## src/rtl/mdu_pkg.sv

```systemverilog
// Shared decode for the multiply/divide controller: op codes, FSM encoding and op-class helpers.
// Optional multiply-accumulate ops are enabled by defining MDU_MADD_EN.
package mdu_pkg;

  localparam logic [3:0] OpNop   = 4'd0;
  localparam logic [3:0] OpMult  = 4'd1;
  localparam logic [3:0] OpMultu = 4'd2;
  localparam logic [3:0] OpDiv   = 4'd3;
  localparam logic [3:0] OpDivu  = 4'd4;
  localparam logic [3:0] OpMthi  = 4'd5;
  localparam logic [3:0] OpMtlo  = 4'd6;
  localparam logic [3:0] OpMfhi  = 4'd7;
  localparam logic [3:0] OpMflo  = 4'd8;
  localparam logic [3:0] OpMadd  = 4'd9;
  localparam logic [3:0] OpMaddu = 4'd10;
  localparam logic [3:0] OpMsub  = 4'd11;
  localparam logic [3:0] OpMsubu = 4'd12;

`ifdef MDU_MADD_EN
  localparam bit MaddEn = 1'b1;
`else
  localparam bit MaddEn = 1'b0;
`endif

  typedef enum logic [2:0] {
    StIdle  = 3'd0,
    StRun   = 3'd1,
    StAcc   = 3'd2,
    StDrain = 3'd3,
    StCool  = 3'd4
  } mdu_state_e;

  // Accumulate ops decode as NOP unless the feature is built in.
  function automatic logic is_acc(logic [3:0] op);
    return MaddEn && (op inside {OpMadd, OpMaddu, OpMsub, OpMsubu});
  endfunction

  function automatic logic is_sub(logic [3:0] op);
    return MaddEn && (op inside {OpMsub, OpMsubu});
  endfunction

  function automatic logic is_mul(logic [3:0] op);
    return (op inside {OpMult, OpMultu}) || is_acc(op);
  endfunction

  function automatic logic is_div(logic [3:0] op);
    return op inside {OpDiv, OpDivu};
  endfunction

  function automatic logic is_signed(logic [3:0] op);
    return (op inside {OpMult, OpDiv}) || (MaddEn && (op inside {OpMadd, OpMsub}));
  endfunction

  function automatic logic is_muldiv(logic [3:0] op);
    return is_mul(op) || is_div(op);
  endfunction

  // Any op that reads or writes HI/LO.
  function automatic logic is_hilo(logic [3:0] op);
    return is_muldiv(op) || (op inside {OpMthi, OpMtlo, OpMfhi, OpMflo});
  endfunction

endpackage

```

## src/rtl/mdu_ctrl_hilo_regs.sv

```systemverilog
// Architectural HI/LO storage: one 64-bit write port (unit completion, divide-by-zero,
// accumulate) that takes priority over the separate MTHI/MTLO writes.
module hilo_regs
  import mdu_pkg::*;
#(
  parameter int unsigned DW = 32
) (
  input  logic            clk,
  input  logic            rst,
  input  logic            wr_en_i,
  input  logic [2*DW-1:0] wr_data_i,
  input  logic            mthi_en_i,
  input  logic            mtlo_en_i,
  input  logic [DW-1:0]   mt_data_i,
  output logic [DW-1:0]   hi_o,
  output logic [DW-1:0]   lo_o
);

  logic [DW-1:0] hi_q, lo_q;

  // HI/LO update, completion before MT writes.
  always_ff @(posedge clk) begin
    if (rst) begin
      hi_q <= '0;
      lo_q <= '0;
    end else if (wr_en_i) begin
      {hi_q, lo_q} <= wr_data_i;
    end else begin
      if (mthi_en_i) hi_q <= mt_data_i;
      if (mtlo_en_i) lo_q <= mt_data_i;
    end
  end

  assign hi_o = hi_q;
  assign lo_o = lo_q;

endmodule

```

## src/rtl/mdu_ctrl.sv

```systemverilog
// Execute-stage controller for the multi-cycle mul/div unit; owns HI/LO.
// Define MDU_MADD_EN to add MADD/MADDU/MSUB/MSUBU and the accumulate state.
module mdu_ctrl
  import mdu_pkg::*;
#(
  parameter int unsigned DW       = 32,
  parameter int unsigned COOL_CYC = 1
) (
  input  logic            clk,
  input  logic            rst,
  input  logic            valid_i,
  input  logic [3:0]      op_i,
  input  logic [DW-1:0]   rs_i,
  input  logic [DW-1:0]   rt_i,
  input  logic            flush_i,
  output logic            stall_o,
  output logic [DW-1:0]   rdata_o,
  output logic [DW-1:0]   hi_o,
  output logic [DW-1:0]   lo_o,
  output logic            md_sel_o,
  output logic            md_signed_o,
  output logic [DW-1:0]   md_a_o,
  output logic [DW-1:0]   md_b_o,
  output logic            md_start_o,
  output logic            md_annul_o,
  input  logic [2*DW-1:0] md_result_i,
  input  logic            md_ready_i
);

  localparam int unsigned     CntW     = (COOL_CYC > 1) ? $clog2(COOL_CYC) : 1;
  localparam logic [CntW-1:0] CoolInit = CntW'(COOL_CYC - 1);

  mdu_state_e      state_q, state_d;
  logic [CntW-1:0] cool_q, cool_d;
  logic            sel_q, signed_q;
  logic [DW-1:0]   a_q, b_q;
  logic            issue;
  logic            wr_en, mthi_en, mtlo_en;
  logic [2*DW-1:0] wr_data;
  logic [DW-1:0]   hi, lo;

`ifdef MDU_MADD_EN
  logic            acc_q, sub_q;
  logic [2*DW-1:0] prod_q, acc_sum;

  assign acc_sum = sub_q ? ({hi, lo} - prod_q) : ({hi, lo} + prod_q);
`endif

  // Next state, stall and HI/LO write requests.
  always_comb begin
    state_d = state_q;
    cool_d  = (state_q == StCool) ? (cool_q - CntW'(1)) : CoolInit;
    stall_o = 1'b0;
    issue   = 1'b0;
    wr_en   = 1'b0;
    wr_data = md_result_i;
    mthi_en = 1'b0;
    mtlo_en = 1'b0;
    unique case (state_q)
      StIdle: begin
        if (valid_i && !flush_i) begin
          if (is_muldiv(op_i)) begin
            // Divide by zero never reaches the unit.
            if (is_div(op_i) && (rt_i == '0)) begin
              wr_en   = 1'b1;
              wr_data = {rs_i, {DW{1'b1}}};
            end else begin
              issue   = 1'b1;
              stall_o = 1'b1;
              state_d = StRun;
            end
          end else begin
            mthi_en = (op_i == OpMthi);
            mtlo_en = (op_i == OpMtlo);
          end
        end
      end
      StRun: begin
        if (!md_ready_i) begin
          stall_o = 1'b1;
          if (flush_i) state_d = StDrain;
        end else begin
          state_d = StCool;
          if (!flush_i) begin
`ifdef MDU_MADD_EN
            if (acc_q) begin
              stall_o = 1'b1;
              state_d = StAcc;
            end else begin
              wr_en = 1'b1;
            end
`else
            wr_en = 1'b1;
`endif
          end
        end
      end
`ifdef MDU_MADD_EN
      StAcc: begin
        state_d = StCool;
        if (!flush_i) begin
          wr_en   = 1'b1;
          wr_data = acc_sum;
        end
      end
`endif
      StDrain: begin
        stall_o = valid_i && is_hilo(op_i);
        if (md_ready_i) state_d = StCool;
      end
      StCool: begin
        stall_o = valid_i && is_hilo(op_i);
        if (cool_q == '0) state_d = StIdle;
      end
      default: state_d = StIdle;
    endcase
  end

  // State, cool-down counter and operands latched at issue.
  always_ff @(posedge clk) begin
    if (rst) begin
      state_q  <= StIdle;
      cool_q   <= '0;
      sel_q    <= 1'b0;
      signed_q <= 1'b0;
      a_q      <= '0;
      b_q      <= '0;
    end else begin
      state_q <= state_d;
      cool_q  <= cool_d;
      if (issue) begin
        sel_q    <= is_mul(op_i);
        signed_q <= is_signed(op_i);
        a_q      <= rs_i;
        b_q      <= rt_i;
      end
    end
  end

`ifdef MDU_MADD_EN
  // Accumulate direction at issue, product when the unit finishes.
  always_ff @(posedge clk) begin
    if (rst) begin
      acc_q  <= 1'b0;
      sub_q  <= 1'b0;
      prod_q <= '0;
    end else begin
      if (issue) begin
        acc_q <= is_acc(op_i);
        sub_q <= is_sub(op_i);
      end
      if ((state_q == StRun) && md_ready_i) prod_q <= md_result_i;
    end
  end
`endif

  hilo_regs #(
    .DW(DW)
  ) u_hilo_regs (
    .clk       (clk),
    .rst       (rst),
    .wr_en_i   (wr_en),
    .wr_data_i (wr_data),
    .mthi_en_i (mthi_en),
    .mtlo_en_i (mtlo_en),
    .mt_data_i (rs_i),
    .hi_o      (hi),
    .lo_o      (lo)
  );

  assign hi_o        = hi;
  assign lo_o        = lo;
  assign rdata_o     = (op_i == OpMfhi) ? hi : lo;
  assign md_sel_o    = sel_q;
  assign md_signed_o = signed_q;
  assign md_a_o      = a_q;
  assign md_b_o      = b_q;
  assign md_start_o  = (state_q == StRun) || (state_q == StDrain);
  assign md_annul_o  = (state_q == StDrain);

endmodule

```

## config.mk

```make
export PLATFORM = sky130hd
export DESIGN_NAME = mdu_ctrl
export DESIGN_NICKNAME = d
export VERILOG_FILES = /design/src/rtl/mdu_pkg.sv /design/src/rtl/mdu_ctrl_hilo_regs.sv /design/src/rtl/mdu_ctrl.sv
export SDC_FILE = /design/constraint.sdc
export NUM_CORES = 1
export LEC_CHECK = 0
export BUFFER_PORTS_ARGS = -buffer_cell sky130_fd_sc_hd__buf_2
export CORE_MARGIN = 1.5
export CORE_UTILIZATION = 45
export CTS_BUF_LIST = sky130_fd_sc_hd__clkbuf_8
export CTS_CLUSTER_DIAMETER = 120
export DETAILED_ROUTE_END_ITERATION = 7
export PLACE_DENSITY = 0.79
export SETUP_SLACK_MARGIN = 0.02
export SYNTH_ARGS = -nofsm -noshare
export SYNTH_HDL_FRONTEND = slang
export SYNTH_SLANG_ARGS = --single-unit
```

## constraint.sdc

```tcl
create_clock -name clk -period 3.7 [get_ports clk]
set_input_delay 0.925 -clock clk [delete_from_list [all_inputs] [get_ports clk]]
set_output_delay 0.925 -clock clk [all_outputs]
set_load 0.01 [all_outputs]
```

==> results of run 1 <==
[cell usage after synthesis (2+ instances only)]
library cell / number / share of area [%]
a311oi_1: 56 / 8.1
buf_1: 2 / 0.12
nand3_1: 25 / 2.1
mux2_2: 32 / 6.0
nand2_1: 71 / 4.4
a32oi_1: 9 / 1.3
nor2b_1: 3 / 0.31
clkbuf_1: 50 / 3.1
buf_8: 3 / 0.74
o211ai_1: 8 / 0.99
a21o_1: 3 / 0.37
buf_4: 3 / 0.37
nand4_1: 2 / 0.21
a21oi_1: 11 / 0.91
buf_2: 4 / 0.33
nor4_1: 8 / 0.83
and2_1: 4 / 0.41
mux2i_1: 66 / 11
nand3b_1: 4 / 0.50
o21ai_0: 26 / 2.2
nor2_1: 125 / 7.8
dfxtp_1: 134 / 44
nor3_1: 5 / 0.41
[cell usage in the layout, fill, tap and decap left out, types with 12 or more instances in the layout]
master    instances
dfxtp_1         134
o21ai_0          26
nor2_1          125
buf_4            12
clkbuf_8         20
nand2_1          71
a311oi_1         56
nand3_1          24
buf_2           300
mux2i_1          66
mux2_2           32
[cells by family (layout without fill, tap and decap cells)]
kind of cell | after synthesis | after routing | share of synthesized area (%)
muxes | 98 | 98 | 16.9
and+or+nand+nor | 255 | 255 | 18.0
buffers and inverters | 64 | 347 | 4.92
xor gates and xnor gates | 2 | 2 | 0.290
AOI/OAI and AO/OA | 122 | 122 | 15.5
DFF | 134 | 134 | 44.4
[state kept, by name, summed over array words and instances (netlist names)]
register and count:
md_signed_o 1, cool_q 1, md_a_o 32, u_hilo_regs.hi_o 32, md_sel_o 1, md_b_o 32, state_q 3, u_hilo_regs.lo_o 32
[path summary, 6_finish.rpt]
check                    from                    to  slack, ns  depth (start not counted)
setup / recovery      op_i[0]               stall_o       0.26                          7
hold / removal    md_signed_o           md_signed_o       0.47                          2
setup reg to reg   state_q[2]  u_hilo_regs.lo_o[17]       1.19                          5
hold reg to reg   md_signed_o           md_signed_o       0.47                          2
[cell type report]
cell class,instances,area [sq um],share of cell area [%]
repair buffers,315,1650,20.5
multi-input cells,477,3100,38.4
clock inverters,11,134,1.66
well taps,176,220,2.73
flip-flops and latches,134,2680,33.3
inverters,1,3.75,0.0465
clock buffers,20,275,3.41
[metal layers]
metal,wire [um],track usage [%],up-vias
li1,-,-,2967
met2,9670,47.2,333
met1,8130,34.1,2960
met5,0,0,-
met4,551,12.6,0
met3,1710,7.09,42
[where the power goes]
group          total, mW  switching [mW]  internal [mW]
clock               1.25           0.547          0.707
combinational      0.355           0.203          0.152
sequential          1.51          0.0266           1.48
total               3.12           0.777           2.34
[worst max-delay path, cell delays in order]
cell and delay (ns):
buf_2 0.16, or3b_1 0.38, a21o_1 0.25, o311ai_4 0.38
o21ai_1 0.12, a21o_1 0.17, buf_2 0.14
==> metrics.txt, run 1 <==
status completed; Static Leak 4.12 nW; P per Cell Area 386 nW/um^2; Max VDD drop 0.259 mV; crit path time final 3.44 ns; worst setup margin 0.259 ns; Synth async-reset ratio 0%; CTS resizes 0; Hold Fails Final Rpt 0; Avg WL per Cell 17.7 um; CP Data Arrival Time 2.52 ns; EDFF count, synth 0; vias in the first global route 5,792; register area share after synthesis 44.4%; Initial Util 45.8%; Synth Cell Area 6050 sq um; type of origin of the critical path input pin; Vias 6,302; # H-tree levels 4; Worst slew margin 27.4%; worst-path maximum fanout 10; # Post-CTS Setup Buffers 0; row count 42; Worst Max-Slew Pin Slew 1.09 ns; fin crit share 93.0%; post-synth cell types 44; DRT antenna net count 0; pre-CTS setup slack 0.270 ns; n_diodes 0; Hold-fix buffers, CTS 0; Die Y 119 um; synthesized area per cell 8.96 sq um; grt ovf 0; Longest Clk Path Bufs 2; Setup CP Type input pin to output port; DR iter-0 viols 498; largest net degree at the start of global routing 72; Core Util, Final 61.2%; Slew Viols, Final 0; Core Area 13,200 sq um; drt drc 0; required time worst endpoint 2.77 ns; Tot Pwr 3.12 mW; max_cap viols 0; die width 119 um; GP Congestion 0.853; commonest register cell after synthesis dfxtp_1; Layout Nets 1,083; Setup Skew 0.0114 ns; Total Routed Length 20.1 mm; worst hold slack 0.471 ns; Clk Latency, worst-skew pair 0.43 ns; Syn Inst Count 675; port buffer count 301; clock buffer count from CTS 17; number of fill cells 1,146; RSZ-0062 raised after global routing no; Setup violations, final 0; Clk Tree Root Cell clkbuf_8; vias per cell 5.56; dpl cells 1,103; DPL Wire Length 13.8 mm; Ys Warns 0; fin area 8070 sq um; antenna violations before repair 0; Syn Nets 812; Hold Path Class register to register; GRT Total Usage 28.1%; wire length of the first global-routing pass 31.1 mm; clock sink count 134; Area after DPL 7660 sq um; die area 14,100 sq um; FF+latch count, synth 134; Final TNS setup 0 ns; fraction of layout cells with a size suffix above 1 40.1%; clock-pin transition on the worst setup and hold timing paths 0.07 ns; # IOs 302; drt first pass iters 5; critical path endpoint category output port; CTS tree yes; fmax 291 MHz; Layout Area Growth over Synthesis 33.4%; Finished Layout Cells 1,134
Note: power is estimated with default switching activity, not from simulation.
==> run 2, diff against run 1 <==
--- a/config.mk
+++ b/config.mk
@@ -7,11 +7,12 @@
 export LEC_CHECK = 0
 export BUFFER_PORTS_ARGS = -buffer_cell sky130_fd_sc_hd__buf_2
 export CORE_MARGIN = 1.5
-export CORE_UTILIZATION = 45
+export CORE_UTILIZATION = 47
 export CTS_BUF_LIST = sky130_fd_sc_hd__clkbuf_8
 export CTS_CLUSTER_DIAMETER = 120
 export DETAILED_ROUTE_END_ITERATION = 7
-export PLACE_DENSITY = 0.79
+export PLACE_DENSITY = 0.82
+export REMOVE_ABC_BUFFERS = 1
 export SETUP_SLACK_MARGIN = 0.02
 export SYNTH_ARGS = -nofsm -noshare
 export SYNTH_HDL_FRONTEND = slang
==> run 2 against run 1 <==
- critical path depth is the same
- wire length is 4.5% lower
- total power up 1.0%
- final area about the same
- final cell count hardly changed
- setup slack gained 0.015 ns
- core utilization rose by 3.1 points
- sequential share of layout area is essentially flat
- sequential power about the same
==> metrics.txt, run 2 (same netlist as run 1, synthesis figures left out) <==
commonest cells after routing, fill and taps aside 300 x buf_2, 134 x dfxtp_1, 125 x nor2_1; Comb pwr share 11.1%; Clock Power Share 41.1%; Static Leak 4.11 nW; drt first pass iters 6; Worst slew margin 29.2%; Longest Clk Path Bufs 2; RSZ-0062 raised after global routing no; R2R setup slack 1.30 ns; Max VDD drop 0.322 mV; DRT antenna net count 0; Setup violations, final 0; Hold-fix buffers, CTS 0; critical path's largest stage delay 0.40 ns; Setup Skew 0.0141 ns; port buffer count 301; P_int 2.32 mW; critical path endpoint category output port; vias in the first global route 5,762; crit path time final 3.43 ns; dpl cells 1,101; Worst Max-Slew Pin Slew 1.06 ns; CP Data Arrival Time 2.50 ns; wire length of the first global-routing pass 28.5 mm; Initial Util 48.1%; Layout Nets 1,085; Core Area 12,600 sq um; CTS tree yes; Hold Path Class register to register; worst-path maximum fanout 10; Die Y 116 um; Clk Tree Root Cell clkbuf_8; fraction of layout cells with a size suffix above 1 40.6%; Slew Viols, Final 0; Clk Latency, worst-skew pair 0.45 ns; critical-path cell list buf_2 -> or3b_1 -> a21o_1 -> o311ai_4 -> o21ai_1 -> a21o_1 -> buf_2; Setup CP Type input pin to output port; fmax 292 MHz; GP Congestion 0.819; grt ovf 0; Vias 6,227; Sw Ratio 26.2%; type of origin of the critical path input pin; status completed; clock buffer count from CTS 17; Avg WL per Cell 16.9 um; row count 41; Core Util, Final 64.2%; GRT Total Usage 27.3%; clock-pin transition on the worst setup and hold timing paths 0.08 ns; P per Cell Area 390 nW/um^2; largest net degree at the start of global routing 68; Area after DPL 7650 sq um; Finished Layout Cells 1,135; required time worst endpoint 2.77 ns; worst setup margin 0.274 ns; Tot Pwr 3.15 mW; die area 13,600 sq um; Total Routed Length 19.2 mm; Seq pwr share 47.8%; DR iter-0 viols 462; most common cell after layout, fill and taps aside buf_2; max_cap viols 0; # H-tree levels 4; # IOs 302; fin area 8070 sq um; Hold Fails Final Rpt 0; DPL Wire Length 13.0 mm; CTS resizes 0; vias per cell 5.49; Psw 0.826 mW; Critical-path top delay cell or3b_1; # Post-CTS Setup Buffers 0; antenna violations before repair 2; pre-CTS setup slack 0.296 ns; Layout Area Growth over Synthesis 33.5%; fin crit share 92.6%; drt drc 0; clock sink count 134; die width 116 um
run 2: power groups by stage:
| stage | Sequential, mW | Combinational [mW] | Clock (mW) |
|---|---|---|---|
| after floorplan | 1.55 | 0.131 | 0 |
| after global placement | 1.54 | 0.340 | 0 |
| after detailed placement | 1.54 | 0.345 | 0 |
| after CTS | 1.50 | 0.347 | 1.31 |
| after global routing | 1.51 | 0.380 | 1.38 |
| final | 1.51 | 0.348 | 1.29 |
run 2: path summary, 6_finish.rpt:
path,to,startpoint,depth (start not counted)
max,stall_o,op_i[0],7
min,md_signed_o,md_signed_o,2
max reg2reg,u_hilo_regs.lo_o[4],state_q[1],5
min reg2reg,md_signed_o,md_signed_o,2
run 2: final cells by class:
cell class	instances	area (sq um)
inverter	1	3.75
tap	172	215
multi-input combinational	477	3090
clock inverter	14	175
clock buffer	18	248
fill	1081	4490
timing repair buffer	317	1650
sequential	134	2680
antenna	2	5.00
run 2: through the flow:
stage	setup TNS, ns	hold slack [ns]
6_report	0	0.461
3_3_place_gp	0	0.436
4_1_cts	0	0.464
5_1_grt	0	0.495
3_5_place_dp	0	0.445
2_1_floorplan	-51.54	0.444
run 2: critical path: cells and delay by family:
kind	cells	cell delay, ns
AOI/OAI and AO/OA	4	0.88
buffers and inverters	2	0.30
and+or+nand+nor	1	0.40
run 2: layer usage:
metal  GRT usage (%)  part of all wire [%]
met5               0                     0
met1            31.9                    41
met2            47.6                    50
met3            6.90                   7.9
met4            12.0                   1.6
